`config.mk`:
```
export PLATFORM = sky130hd
export DESIGN_NAME = mem_arbiter
export DESIGN_NICKNAME = d
export VERILOG_FILES = /design/src/rtl/mem_arb_pkg.sv /design/src/rtl/arb_pick.sv /design/src/rtl/mem_arbiter.sv
export SDC_FILE = /design/constraint.sdc
export NUM_CORES = 1
export LEC_CHECK = 0
export CAP_MARGIN = 40
export CORE_ASPECT_RATIO = 0.7
export CORE_UTILIZATION = 43
export CTS_BUF_LIST = sky130_fd_sc_hd__clkbuf_4
export CTS_CLUSTER_DIAMETER = 50
export DETAILED_ROUTE_END_ITERATION = 6
export GPL_TIMING_DRIVEN = 0
export PLACE_DENSITY = 0.78
export SLEW_MARGIN = 15
export SYNTH_ARGS = -nofsm -noshare
export SYNTH_HDL_FRONTEND = slang
export SYNTH_SLANG_ARGS = --single-unit
```
`constraint.sdc`:
```
create_clock -name clk -period 2.83 [get_ports clk]
set_input_delay 0.566 -clock clk [delete_from_list [all_inputs] [get_ports clk]]
set_output_delay 0.566 -clock clk [all_outputs]
set_load 0.02 [all_outputs]
```
`src/rtl/mem_arb_pkg.sv`:
```
// rtl/mem_arb_pkg.sv - shared encodings and default widths for mem_arbiter
package mem_arb_pkg;

  localparam int ADDR_W_DEF     = 16;
  localparam int DATA_W_DEF     = 16;
  localparam int STARVE_LIM_DEF = 3;
  localparam int STARVE_W       = 4;

  typedef enum logic [2:0] {
    IDLE   = 3'd0,
    ISSUE  = 3'd1,
    WAIT   = 3'd2,
    RESP   = 3'd3,
    HALTED = 3'd4
  } arb_state_e;

  typedef enum logic {
    OWN_IF = 1'b0,
    OWN_DM = 1'b1
  } owner_e;

endpackage

```
`src/rtl/arb_pick.sv`:
```
// rtl/arb_pick.sv - fetch/data winner selection with fetch anti-starvation counter
module arb_pick
  import mem_arb_pkg::*;
#(
  parameter int STARVE_LIM = STARVE_LIM_DEF
) (
  input  logic   clk,
  input  logic   rst,
  input  logic   idle,
  input  logic   en,
  input  logic   if_req,
  input  logic   dm_req,
  output logic   grant,
  output owner_e winner
);

  localparam logic [STARVE_W-1:0] LIM = STARVE_W'(STARVE_LIM);

  logic [STARVE_W-1:0] starve;

  always_comb begin
    grant  = en & (if_req | dm_req);
    winner = (if_req & (~dm_req | (starve == LIM))) ? OWN_IF : OWN_DM;
  end

  // Counts consecutive data grants that fetch lost; only arbitration cycles touch it.
  always_ff @(posedge clk or posedge rst) begin
    if (rst) begin
      starve <= '0;
    end else if (idle) begin
      if (!if_req || (grant && winner == OWN_IF)) begin
        starve <= '0;
      end else if (grant && starve != LIM) begin
        starve <= starve + 1'b1;
      end
    end
  end

endmodule

```
`src/rtl/mem_arbiter.sv`:
```
// rtl/mem_arbiter.sv - single-port memory arbiter between fetch and data stages
module mem_arbiter
  import mem_arb_pkg::*;
#(
  parameter int ADDR_W     = ADDR_W_DEF,
  parameter int DATA_W     = DATA_W_DEF,
  parameter int STARVE_LIM = STARVE_LIM_DEF
) (
  input  logic              clk,
  input  logic              rst,
  input  logic              if_req,
  input  logic [ADDR_W-1:0] if_addr,
  output logic              if_done,
  output logic [DATA_W-1:0] if_rdata,
  output logic              if_stall,
  input  logic              dm_rd,
  input  logic              dm_wr,
  input  logic [ADDR_W-1:0] dm_addr,
  input  logic [DATA_W-1:0] dm_wdata,
  output logic              dm_done,
  output logic [DATA_W-1:0] dm_rdata,
  output logic              dm_stall,
  input  logic              halt,
  output logic              halted,
  output logic              err,
  output logic              mem_en,
  output logic              mem_wr,
  output logic [ADDR_W-1:0] mem_addr,
  output logic [DATA_W-1:0] mem_wdata,
  input  logic              mem_stall,
  input  logic              mem_done,
  input  logic [DATA_W-1:0] mem_rdata
);

  arb_state_e        state, state_nxt;
  owner_e            own_q, winner;
  logic              wr_q;
  logic [ADDR_W-1:0] addr_q;
  logic [DATA_W-1:0] wdata_q;
  logic              grant, dm_req, conflict, idle;

  assign dm_req   = dm_rd | dm_wr;
  assign conflict = dm_rd & dm_wr;
  assign idle     = (state == IDLE);

  arb_pick #(.STARVE_LIM(STARVE_LIM)) u_pick (
    .clk    (clk),
    .rst    (rst),
    .idle   (idle),
    .en     (idle & ~halt & ~conflict),
    .if_req (if_req),
    .dm_req (dm_req),
    .grant  (grant),
    .winner (winner)
  );

  always_comb begin
    state_nxt = state;
    mem_en    = 1'b0;
    halted    = 1'b0;
    unique case (state)
      IDLE: begin
        if (halt)       state_nxt = HALTED;
        else if (grant) state_nxt = ISSUE;
      end
      ISSUE: begin
        mem_en = 1'b1;
        if (!mem_stall) state_nxt = WAIT;
      end
      WAIT: begin
        if (mem_done) state_nxt = RESP;
      end
      RESP: begin
        state_nxt = halt ? HALTED : IDLE;
      end
      HALTED: begin
        halted = 1'b1;
      end
      default: state_nxt = IDLE;
    endcase
  end

  always_ff @(posedge clk or posedge rst) begin
    if (rst) begin
      state    <= IDLE;
      own_q    <= OWN_IF;
      wr_q     <= 1'b0;
      addr_q   <= '0;
      wdata_q  <= '0;
      if_done  <= 1'b0;
      dm_done  <= 1'b0;
      if_rdata <= '0;
      dm_rdata <= '0;
      err      <= 1'b0;
    end else begin
      state   <= state_nxt;
      if_done <= 1'b0;
      dm_done <= 1'b0;
      err     <= idle & ~halt & conflict;
      if (idle && grant) begin
        own_q   <= winner;
        wr_q    <= (winner == OWN_DM) & dm_wr;
        addr_q  <= (winner == OWN_DM) ? dm_addr : if_addr;
        wdata_q <= (winner == OWN_DM) ? dm_wdata : '0;
      end
      // Done pulses coincide with RESP; rdata registers hold until the owner's next response.
      if (state == WAIT && mem_done) begin
        if (own_q == OWN_IF) begin
          if_done  <= 1'b1;
          if_rdata <= mem_rdata;
        end else begin
          dm_done  <= 1'b1;
          dm_rdata <= wr_q ? '0 : mem_rdata;
        end
      end
    end
  end

  assign mem_wr    = wr_q;
  assign mem_addr  = addr_q;
  assign mem_wdata = wdata_q;
  assign if_stall  = if_req & ~if_done & ~rst;
  assign dm_stall  = dm_req & ~dm_done & ~rst;

endmodule

```
After elaboration in Yosys (flattened, before gate mapping) --
Cells that the tools add are included.
Word-level totals: logic and storage cells 73, output and inout port bits 72, input port bits 72, flip-flop bits (word level) 76
Operators by class: add/subtract/negate cells 1, reduce and logical (&&, ||, !) cells 12, muxes and demuxes 18, bitwise gates (word level) 22, equal/unequal tests 9
Operators by type and width (number):
- 2-to-1 mux 16 bit | 3
- 2-to-1 mux 3 bit | 5
- one-hot mux 3 bit (5 select lines) | 1
- bitwise AND 1 bit | 11
- 2-to-1 mux 4 bit | 2
- NOT 1 bit | 8
- 2-to-1 mux 1 bit | 7
- equality test 3 x 2 -> 1 bit (second input constant) | 2
- AND reduction 2 bit | 3
- adder 4 x 1 -> 4 bit (second input constant) | 1
- equality test 4 x 2 -> 1 bit (second input constant) | 1
- logical AND 1 bit | 4
- != test 2 bit (second input constant) | 2
- != test 4 x 2 -> 1 bit (second input constant) | 1
- AND reduction 4 bit | 1
- equality test 3 x 1 -> 1 bit (second input constant) | 1
- equality test 3 bit (second input constant) | 1
- logical NOT 3 bit | 1
- != test 3 bit (second input constant) | 1
- bitwise OR 1 bit | 3
- nonzero test 2 bit | 1
- logical NOT 1 bit | 1
- logical OR 1 bit | 1

Longest topological paths before layout --
depth after elaboration 8, gate-level depth with buffers 7, gate-level depth less buffers 5

Modules after synthesis --
Synthesis repeated with hierarchy kept, for this count alone.
Unflattened totals: cells, all modules 292, area total of the unflattened synthesis 3324.4 µm²
Modules (own cells, without submodules):
- mem_arbiter | cells each 264, sequential area each 1801.7 µm², area an instance 3067.9 µm², times used 1
- arb_pick | cells each 28, sequential area each 100.1 µm², area an instance 256.5 µm², times used 1

Worst setup path after synthesis --
No wires, ideal clock.
path kind input to output, from input if_req, to output if_stall, cell stages on the path 2, data arrival time 1.364 ns, data required time 2.264 ns, path slack 0.900 ns, path buffers 1, cell sequence clkbuf_1 nor3b_1
Between the ends: cells in the longest elaborated chain, start to end 2
RTL lines:
- start: declaration | RTL line mem_arbiter.sv:11 | input logic if_req,
- bitwise AND 1 bit (2 in a row) | RTL line mem_arbiter.sv:122 | assign if_stall = if_req & ~if_done & ~rst;
- end: declaration | RTL line mem_arbiter.sv:15 | output logic if_stall,
No other way between the ends.

Final worst setup path --
from input dm_wr, to output dm_stall
Between the ends: cells in the longest elaborated chain, start to end 3
RTL lines:
- start: declaration | RTL line mem_arbiter.sv:17 | input logic dm_wr,
- bitwise OR 1 bit | RTL line mem_arbiter.sv:42 | assign dm_req = dm_rd | dm_wr;
- bitwise AND 1 bit (2 in a row) | RTL line mem_arbiter.sv:123 | assign dm_stall = dm_req & ~dm_done & ~rst;
- end: declaration | RTL line mem_arbiter.sv:22 | output logic dm_stall,
No other way between the ends.

==> results.ini <==
[status]
run_status = finished, final reports clean

[clock_network]
cell_at_the_root_of_the_clock_tree = sky130_fd_sc_hd__clkbuf_4
cts_made_buffers = 9
clock_transition_at_the_register_clock_pins_on_the_worst_setup_and_hold_paths_after_cts_ns = 0.13
post-cts-setup-buffer-count = 0
cts_tree = done
clock_sink_count = 76
insertion_delay_ns = 0.43
clk_path_buf_depth = 2
htree_levels = 3
cts.hold.buffers_added = 0

[drt]
detailedRoute.firstIterationViolations = 102
ant_nets = 0
drt_pre_antenna_iters = 4
route.detailed.wl_per_inst_um = 15.3
avgViaCountPerCell = 5.02
vias = 2851
drc_violations = 0
wirelength_um = 8680

[critical_path]
crit_path_start_kind = input pin
crit_start = dm_wr
worstPathRequired_ns = 2.26
critical_path_class = in -> out
timing.critical_path.slowest_cell_delay_ns = 0.63
cell_with_the_largest_stage_delay_on_the_worst_path = sky130_fd_sc_hd__clkdlybuf4s50_1
endpoint_type_of_the_worst_setup_path = output port
worst-path-buf-inv = 2
worst_path_dominant_cell_family = buffers and inverters
crit_arrival_ns = 2.05
most_used_cell_along_the_critical_path = sky130_fd_sc_hd__clkdlybuf4s50_1
timing.critical_path.fanout_max = 5
reg_to_reg_critical_path_startpoint = state[0]
crit_path_cell_trace = clkdlybuf4s50_1, nor2_1, nor3_1, clkdlybuf4s50_1

[finish]
fin_nets = 538
growth_of_design_area_from_synthesis_to_finish_pct = 53.4
fillers = 605
layout-drive-gt1-share_pct = 8.51
postLayoutCoreUtil_pct = 67.9
num_antenna_cells = 0

[global_routing]
track_usage_pct = 22.9
number_of_antenna_violations_at_the_first_check_in_global_routing = 0
wire_length_of_the_first_global_routing_pass_um = 13700
grt_max_degree = 41
first_global_vias = 2832
grt-ovfl-total = 0

[sta]
timing_hold_violations_final = 0
finalWorstPathRequiredPeriod_ns = 2.62
finalSetupViolCount = 0
tightest_slew_ns = 0.674
rsz_0062_raised_after_global_routing = false
finalCritPeriodShare_pct = 92.5
fmax_mhz = 382
clock_skew_ns = 0.0196
final_max_slew_viol_count = 0
slew-limit-headroom_pct = 54.7

[die]
design.portCount = 144
dieWidth_um = 106
dieHeight_um = 74.5
core_region_area_um2 = 7290
placement_rows = 26
die_area_um2 = 7860
start_util_pct = 44.3

[logic_synthesis]
seq_area_frac_synth_pct = 58.9
avgSynthCellArea_um2 = 10.4
yosys_warnings = 0
post-synth-top-area-cell = sky130_fd_sc_hd__dfrtp_1
netlist_instances = 310
area_of_the_mapped_netlist_um2 = 3230
synth_seq_cells = 76
synthTopCellsByArea = sky130_fd_sc_hd__dfrtp_1 (59%), sky130_fd_sc_hd__o21ai_0 (8.1%), sky130_fd_sc_hd__nand2_1 (8.0%)
synth.distinct_cells = 33
synth.net_count = 383
yosysTopAreaCellShare_pct = 58.9

[power]
report.power.total_mw = 3.65
power_density_nw_per_um2 = 738
ir_worst_vdd_mv = 0.360
power_report.internal_total_mw = 2.33
cellLeakagePower_nw = 2.23
p_sw_share_pct = 36.3
p_comb_share_pct = 40.2
clock_power_share_pct = 18.5
pwr-share-seq_pct = 41.3
net-switching-power_mw = 1.33

[flow_run]
cap_violations = 0

[placement]
gp_congestion = 0.805
place.port_buffers = 143
hpwl_um = 6440

[min_path]
worstHoldStart = dm_rdata[7]
hold_path_class = reg -> reg

==> synth_stat cells <==
cell,instances
sky130_fd_sc_hd__nand2_2,1
sky130_fd_sc_hd__buf_4,1
sky130_fd_sc_hd__a22oi_1,16
sky130_fd_sc_hd__and4bb_2,1
sky130_fd_sc_hd__buf_6,1
sky130_fd_sc_hd__mux2i_1,3
sky130_fd_sc_hd__nand2b_1,17
sky130_fd_sc_hd__o21ai_0,52
sky130_fd_sc_hd__mux2_2,7
sky130_fd_sc_hd__a32o_1,2
sky130_fd_sc_hd__and2_1,1
sky130_fd_sc_hd__a21o_1,1
sky130_fd_sc_hd__nand2_1,69
sky130_fd_sc_hd__nor4_4,1
sky130_fd_sc_hd__clkbuf_1,12
sky130_fd_sc_hd__nand3_1,4
sky130_fd_sc_hd__and3_1,1
sky130_fd_sc_hd__nor3b_1,3
sky130_fd_sc_hd__o32ai_1,1
sky130_fd_sc_hd__nor2_2,1
sky130_fd_sc_hd__a21oi_1,3
sky130_fd_sc_hd__nand4_1,4
sky130_fd_sc_hd__mux2_1,9
sky130_fd_sc_hd__nor3_2,1
sky130_fd_sc_hd__o22ai_1,1
sky130_fd_sc_hd__nor3_1,1
sky130_fd_sc_hd__o311ai_2,1
sky130_fd_sc_hd__inv_1,4
sky130_fd_sc_hd__buf_2,6
sky130_fd_sc_hd__dfrtp_1,76
sky130_fd_sc_hd__nor2_1,7
sky130_fd_sc_hd__ha_1,1
sky130_fd_sc_hd__or3_1,1
==> worst paths after layout <==
kind	slack (ns)	depth (start not counted)	to
min in group asynchronous	0.57	2	mem_wdata[0]
hold / removal	0.49	2	dm_rdata[7]
setup / recovery	0.21	4	dm_stall
setup reg to reg	0.93	4	if_rdata[2]
max in group asynchronous	1.68	3	dm_rdata[3]
hold reg to reg	0.49	2	dm_rdata[7]
==> layer usage <==
metal / GRT usage (%) / share of wire [%] / vias to the layer above
met5: 0 / 0 / -
met4: 8.33 / 1.5 / 0
met3: 6.40 / 5.9 / 12
met2: 35.7 / 46 / 95
met1: 31.0 / 47 / 1367
li1: - / - / 1377
==> layout by cell type (no fill, tap or decap), types with 6 or more instances in the layout <==
cell type	netlist	final
sky130_fd_sc_hd__a22oi_1	16	16
sky130_fd_sc_hd__buf_2	6	6
sky130_fd_sc_hd__clkbuf_1	12	11
sky130_fd_sc_hd__clkbuf_4	0	9
sky130_fd_sc_hd__clkdlybuf4s50_1	0	142
sky130_fd_sc_hd__dfrtp_1	76	76
sky130_fd_sc_hd__mux2_1	9	9
sky130_fd_sc_hd__mux2_2	7	7
sky130_fd_sc_hd__nand2_1	69	69
sky130_fd_sc_hd__nand2b_1	17	17
sky130_fd_sc_hd__nor2_1	7	7
sky130_fd_sc_hd__o21ai_0	52	52
==> flip-flops by register name, indices dropped and copies added, names as in the netlist <==
signal         cells
err                1
u_pick.starve      4
if_rdata          16
state              3
dm_rdata          16
mem_addr          16
mem_wr             1
dm_done            1
mem_wdata         16
if_done            1
own_q              1
==> power by group through the flow <==
stage                     Combinational (mW)  Sequential [mW]  Clock (mW)
final                                   1.47             1.51       0.677
after global routing                    1.59             1.54       0.736
after CTS                               1.48             1.51       0.696
after global placement                  1.44             1.51           0
after detailed placement                1.48             1.53           0
after floorplan                        0.451             1.80           0
==> what timing repair did <==
action,4_1_cts,5_1_grt
resized for setup,1,1
gates cloned,0,0
endpoints found under the setup margin,1,1
hold endpoints to repair,0,0
==> cell type report <==
| type | count | area (µm²) | share of cell area (%) |
|---|---|---|---|
| well taps | 98 | 123 | 2.48 |
| repair buffers | 144 | 1450 | 29.4 |
| plain buffers | 20 | 95.1 | 1.92 |
| clock buffers | 9 | 67.6 | 1.36 |
| inverters | 4 | 17.5 | 0.354 |
| clock inverters | 7 | 76.3 | 1.54 |
| multi-input cells | 210 | 1220 | 24.6 |
| flip-flops and latches | 76 | 1900 | 38.4 |
==> worst min-delay path: cells and delay by family, from the launching register on <==
family          cells  cell delay, ns
flops               1            0.36
simple gates        1            0.04
compound gates      1            0.06
==> kinds of logic (layout without fill, tap and decap cells) <==
kind of cell | Yosys count | after routing | share of synthesized area [%]
muxes | 19 | 19 | 6.51
adders and majority gates | 1 | 1 | 0.388
buffers and inverters | 24 | 184 | 3.37
and+or+nand+nor | 113 | 113 | 16.7
AOI/OAI and AO/OA | 77 | 77 | 14.1
DFF | 76 | 76 | 58.9
==> stage by stage <==
step | hold slack (ns) | cell area [µm²] | setup WS [ns] | cells | setup TNS, ns
6_report | 0.492 | 4950 | 0.212 | 568 | 0
5_1_grt | 0.518 | 4950 | 0.121 | 568 | 0
4_1_cts | 0.498 | 4950 | 0.0935 | 568 | 0
3_5_place_dp | 0.470 | 4800 | -0.0276 | 552 | -0.0276
3_3_place_gp | 0.461 | 4780 | -0.946 | 551 | -71.58
2_1_floorplan | 0.465 | 3230 | 0.326 | 310 | 0
(Power assumes the default switching activity.)
